**src/rtl/enc8to3_scan.sv**
```systemverilog
// Sequential 8-to-3 priority encoder: captures a request vector and emits one index per handshake.
// Optional one-hot violation flag enabled by defining ENC_ONEHOT_CHECK_EN.
module enc8to3_scan #(
    parameter bit PRIORITY_HIGH = 1'b1
) (
    input  logic       clk,
    input  logic       rst_n,
    input  logic       en,
    input  logic       load,
    input  logic [7:0] Din,
    input  logic       out_ready,
    output logic [2:0] Y,
    output logic       out_valid,
    output logic       busy,
    output logic       done,
    output logic       none,
    output logic [3:0] count,
    output logic       err
);

    typedef enum logic [1:0] {
        IDLE = 2'd0,
        SCAN = 2'd1,
        DONE = 2'd2
    } state_t;

    state_t     state_q, state_d;
    logic [7:0] pending_q, pending_d;
    logic [7:0] pending_nxt;
    logic [2:0] y_q, y_d;
    logic       out_valid_q, out_valid_d;
    logic       busy_q, busy_d;
    logic       done_q, done_d;
    logic       none_q, none_d;
    logic [3:0] count_q, count_d;
    logic       accept;

    // Last set bit in scan order wins, so the loop direction selects the priority end.
    function automatic logic [2:0] prio_idx(input logic [7:0] v);
        logic [2:0] idx;
        idx = 3'd0;
        if (PRIORITY_HIGH) begin
            for (int i = 0; i < 8; i++)
                if (v[i]) idx = 3'(i);
        end else begin
            for (int i = 7; i >= 0; i--)
                if (v[i]) idx = 3'(i);
        end
        return idx;
    endfunction

    // busy_q stays high through the done cycle, which blocks a load until the cycle after done.
    assign accept      = en && load && !busy_q;
    assign pending_nxt = pending_q & ~(8'd1 << y_q);

    always_comb begin
        state_d     = state_q;
        pending_d   = pending_q;
        y_d         = y_q;
        out_valid_d = out_valid_q;
        busy_d      = busy_q;
        done_d      = 1'b0;
        none_d      = none_q;
        count_d     = count_q;
        case (state_q)
            IDLE: begin
                busy_d = 1'b0;
                if (accept) begin
                    pending_d = Din;
                    count_d   = 4'd0;
                    busy_d    = 1'b1;
                    if (Din != 8'h00) begin
                        state_d     = SCAN;
                        y_d         = prio_idx(Din);
                        out_valid_d = 1'b1;
                        none_d      = 1'b0;
                    end else begin
                        state_d     = DONE;
                        out_valid_d = 1'b0;
                        none_d      = 1'b1;
                    end
                end
            end
            SCAN: begin
                if (out_valid_q && out_ready) begin
                    pending_d = pending_nxt;
                    count_d   = count_q + 4'd1;
                    if (pending_nxt != 8'h00) begin
                        y_d = prio_idx(pending_nxt);
                    end else begin
                        out_valid_d = 1'b0;
                        state_d     = DONE;
                    end
                end
            end
            DONE: begin
                done_d  = 1'b1;
                state_d = IDLE;
            end
            default: state_d = IDLE;
        endcase
    end

    always_ff @(posedge clk or negedge rst_n) begin
        if (!rst_n) begin
            state_q     <= IDLE;
            pending_q   <= 8'h00;
            y_q         <= 3'd0;
            out_valid_q <= 1'b0;
            busy_q      <= 1'b0;
            done_q      <= 1'b0;
            none_q      <= 1'b0;
            count_q     <= 4'd0;
        end else begin
            state_q     <= state_d;
            pending_q   <= pending_d;
            y_q         <= y_d;
            out_valid_q <= out_valid_d;
            busy_q      <= busy_d;
            done_q      <= done_d;
            none_q      <= none_d;
            count_q     <= count_d;
        end
    end

`ifdef ENC_ONEHOT_CHECK_EN
    logic err_q, err_d;

    // Clearing the lowest set bit leaves something only when more than one bit was set.
    always_comb begin
        err_d = err_q;
        if (accept) err_d = ((Din & (Din - 8'd1)) != 8'h00);
    end

    always_ff @(posedge clk or negedge rst_n) begin
        if (!rst_n) err_q <= 1'b0;
        else        err_q <= err_d;
    end

    assign err = err_q;
`else
    assign err = 1'b0;
`endif

    assign Y         = y_q;
    assign out_valid = out_valid_q;
    assign busy      = busy_q;
    assign done      = done_q;
    assign none      = none_q;
    assign count     = count_q;

endmodule

```
**config.mk**
```make
export PLATFORM = sky130hd
export DESIGN_NAME = enc8to3_scan
export DESIGN_NICKNAME = d
export VERILOG_FILES = /design/src/rtl/enc8to3_scan.sv
export SDC_FILE = /design/constraint.sdc
export NUM_CORES = 1
export LEC_CHECK = 0
export ABC_CLOCK_PERIOD_IN_PS = 1810
export CAP_MARGIN = 0
export CORE_MARGIN = 2
export CORE_UTILIZATION = 40
export DETAILED_ROUTE_END_ITERATION = 10
export PLACE_DENSITY = 0.67
export SYNTH_ARGS = -nofsm -noshare
export SYNTH_HDL_FRONTEND = slang
export SYNTH_SLANG_ARGS = --single-unit
```
**constraint.sdc**
```tcl
create_clock -name clk -period 1.81 [get_ports clk]
set_input_delay 0.2715 -clock clk [delete_from_list [all_inputs] [get_ports clk]]
set_output_delay 0.2715 -clock clk [all_outputs]
set_load 0.01 [all_outputs]
```
==> results.toml <==
[placed_design]
gp_congestion = 0.856
place_ws_ps = -211
dpl.hpwl_um = 2480
io_buffers = 23

[routing]
first_iter_violations = 36
ant_nets = 0
num_vias = 1220
totalWireLength_um = 3250
post-route-drc-count = 0
wl_per_cell_um = 14.2
routed_via_density = 5.33
firstDrtPassIters = 4

[logic_synthesis]
avgSynthCellArea_um2 = 9.26
synth_seq_cells = 21
ys_async_sr_fraction_pct = 100
syn_nets = 150
dominantRegCellSynth = "dfrtp_1"
syn-instance-count = 136
synth_area_mm2 = 0.00126
yosysTopAreaCellShare_pct = 41.7
ys.warnings.count = 0
post_synth_num_cell_types = 41
synth-edff-count = 0
yosys-top-cells-area = "dfrtp_1 (42%), o21ai_0 (6.4%), nor2_1 (4.5%), mux2i_1 (4.0%), nand2_1 (3.9%)"
yosysTopAreaCell = "dfrtp_1"
yosysSeqAreaShare_pct = 41.7

[grt]
grt_pass1_wl_um = 5390
antenna_found_initial = 0
grt_max_degree = 22
grt_pass1_vias = 1171
grt_overflow = 0
grt.busiest_layer = "met2"
track_usage_pct = 20.2
grt_util_met3_pct = 2.81
met2_usage_pct = 34.0
grt_use_met1_pct = 25.9

[sta]
relSlewSlack_pct = 66.0
fin_crit_ps = 1810
finalSetupTns_ps = -0.152
timing.final.crit_share_pct = 100
timing.hold.ws_ps = 303
hold_viol = 0
fin_worst_skew_ps = 5.04
fmax_ghz = 0.552
final-max-slew-violation-count = 0
final-setup-viol-count = 1
worst_pin_slew_ps = 498
setup_slack_ps = -0.152
rsz0062_at_grt = "true"

[run_status]
violations = "negative setup slack"
status = "finished with violations"

[cts]
clk_path_buf_depth = 2
clk_pin_slew_ps = 120
ctsHoldBuffers = 0
cts_buffers = 3
cts_sinks = 21
cts_root_buf = "clkbuf_4"
clkLatencyLatePin_ps = 310
cts_max_level = 1
tritoncts = "yes"

[setup_path]
crit_type = "flip-flop to flip-flop"
reg2reg_setup_slack_ps = -0.2
cp.required_ps = 2020
crit_fanout = 3
worst_ep_arrival_time_ps = 2020
startpoint_type = "flip-flop"
cp-end-kind = "flip-flop"

[floorplan]
initial_utilization_pct = 41.6
rows = 20
die_height_um = 60.1
pin_count = 25
die_x_um = 60.1
core-area_mm2 = 0.00303
dieArea_mm2 = 0.00361

[finish]
drive_gt1_share_pct = 22.7
syn_to_final_growth_pct = 40.5
nets = 200
n_antenna_cell = 0

[worst_hold_path]
min_path_type = "input port to async pin"

[power]
powerDensity_mw_per_mm2 = 1690
total_power_mw = 2.99
peakVddDrop_mv = 0.944
p_leak_nw = 0.798

[flow_run]
maxCapViolCount = 0
[flip-flops by register name, summed over array words and instances (netlist names)]
signal and flops:
done 1, none 1, Y 3, state_q 2
pending_q 8, count 4, busy 1, out_valid 1
[through the flow]
stage	instances	utilization [%]	area [µm²]
global placement	224	56.6	1710
finish	229	58.4	1770
CTS	228	57.5	1740
floorplan	136	-	1260
detailed placement	224	56.6	1710
global route	229	58.4	1770
[where the power goes]
group | switching, mW | internal (mW)
logic | 0.894 | 0.991
registers | 0.216 | 0.658
clock network | 0.152 | 0.0826
total | 1.26 | 1.73
[cells in the final DEF (no fill, tap or decap), drive strengths merged, types with 5 or more instances in the layout]
| master | n |
|---|---|
| buf | 28 |
| clkdlybuf4s50 | 23 |
| dfrtp | 21 |
| o21ai | 16 |
| nor2 | 16 |
| nand2 | 13 |
| a21oi | 8 |
| nor2b | 5 |
| mux2i | 5 |
[cell usage after synthesis (2+ instances only)]
cell type   n
dfrtp_1    21
o21ai_0    16
nor2_1     15
nand2_1    13
a21oi_1     8
mux2i_1     5
nor2b_1     5
a22o_1      4
nand2b_1    4
nor3_1      4
inv_1       3
a21o_1      2
buf_2       2
buf_4       2
clkbuf_1    2
mux2_2      2
mux2_4      2
nor4_1      2
xor2_1      2
[metal layers]
| metal | part of all wire (%) | up-vias |
|---|---|---|
| met4 | 1.4 | 0 |
| met3 | 4.2 | 4 |
| met5 | 0 | - |
| met2 | 50 | 45 |
| met1 | 44 | 582 |
| li1 | - | 589 |
[final cells by class]
class / count / area, µm²
well taps: 44 / 55.1
flip-flops and latches: 21 / 526
clock buffers: 3 / 22.5
fillers: 286 / 1260
multi-input cells: 106 / 704
repair buffers: 51 / 444
inverters: 3 / 11.3
clock inverters: 1 / 5.00
[repair_timing]
action	in CTS	in global routing
setup buffers	0	1
cloned	0	0
gates resized for setup	0	4
setup endpoints to repair	1	4
pin swaps	2	1
[final timing paths]
kind,start,to,depth (start not counted)
max,Y[0],Y[2],5
min,rst_n,pending_q[4],2
max reg2reg,Y[0],Y[2],5
min reg2reg,state_q[0],done,1
max in group asynchronous,rst_n,done,2
min in group clk,state_q[0],done,1
[worst max-delay path, cell delays in order (launching register included)]
cell       delay [ps]
dfrtp_1           440
mux2_4            320
o22a_4            200
nor4_4            330
a2bb2oi_2         120
mux2_4            310
[kinds of logic (layout without fill, tap and decap cells)]
family / Yosys count / count (layout) / share of synthesized area, %
other: 1 / 1 / 0.298
AOI/OAI and AO/OA: 41 / 41 / 22.0
and+or+nand+nor: 52 / 52 / 22.0
adders and majority gates: 1 / 1 / 0.994
buffers and inverters: 9 / 58 / 3.48
muxes: 9 / 9 / 8.15
xor gates and xnor gates: 2 / 2 / 1.39
DFF: 21 / 21 / 41.7
Note: power is estimated with default switching activity, not from simulation.
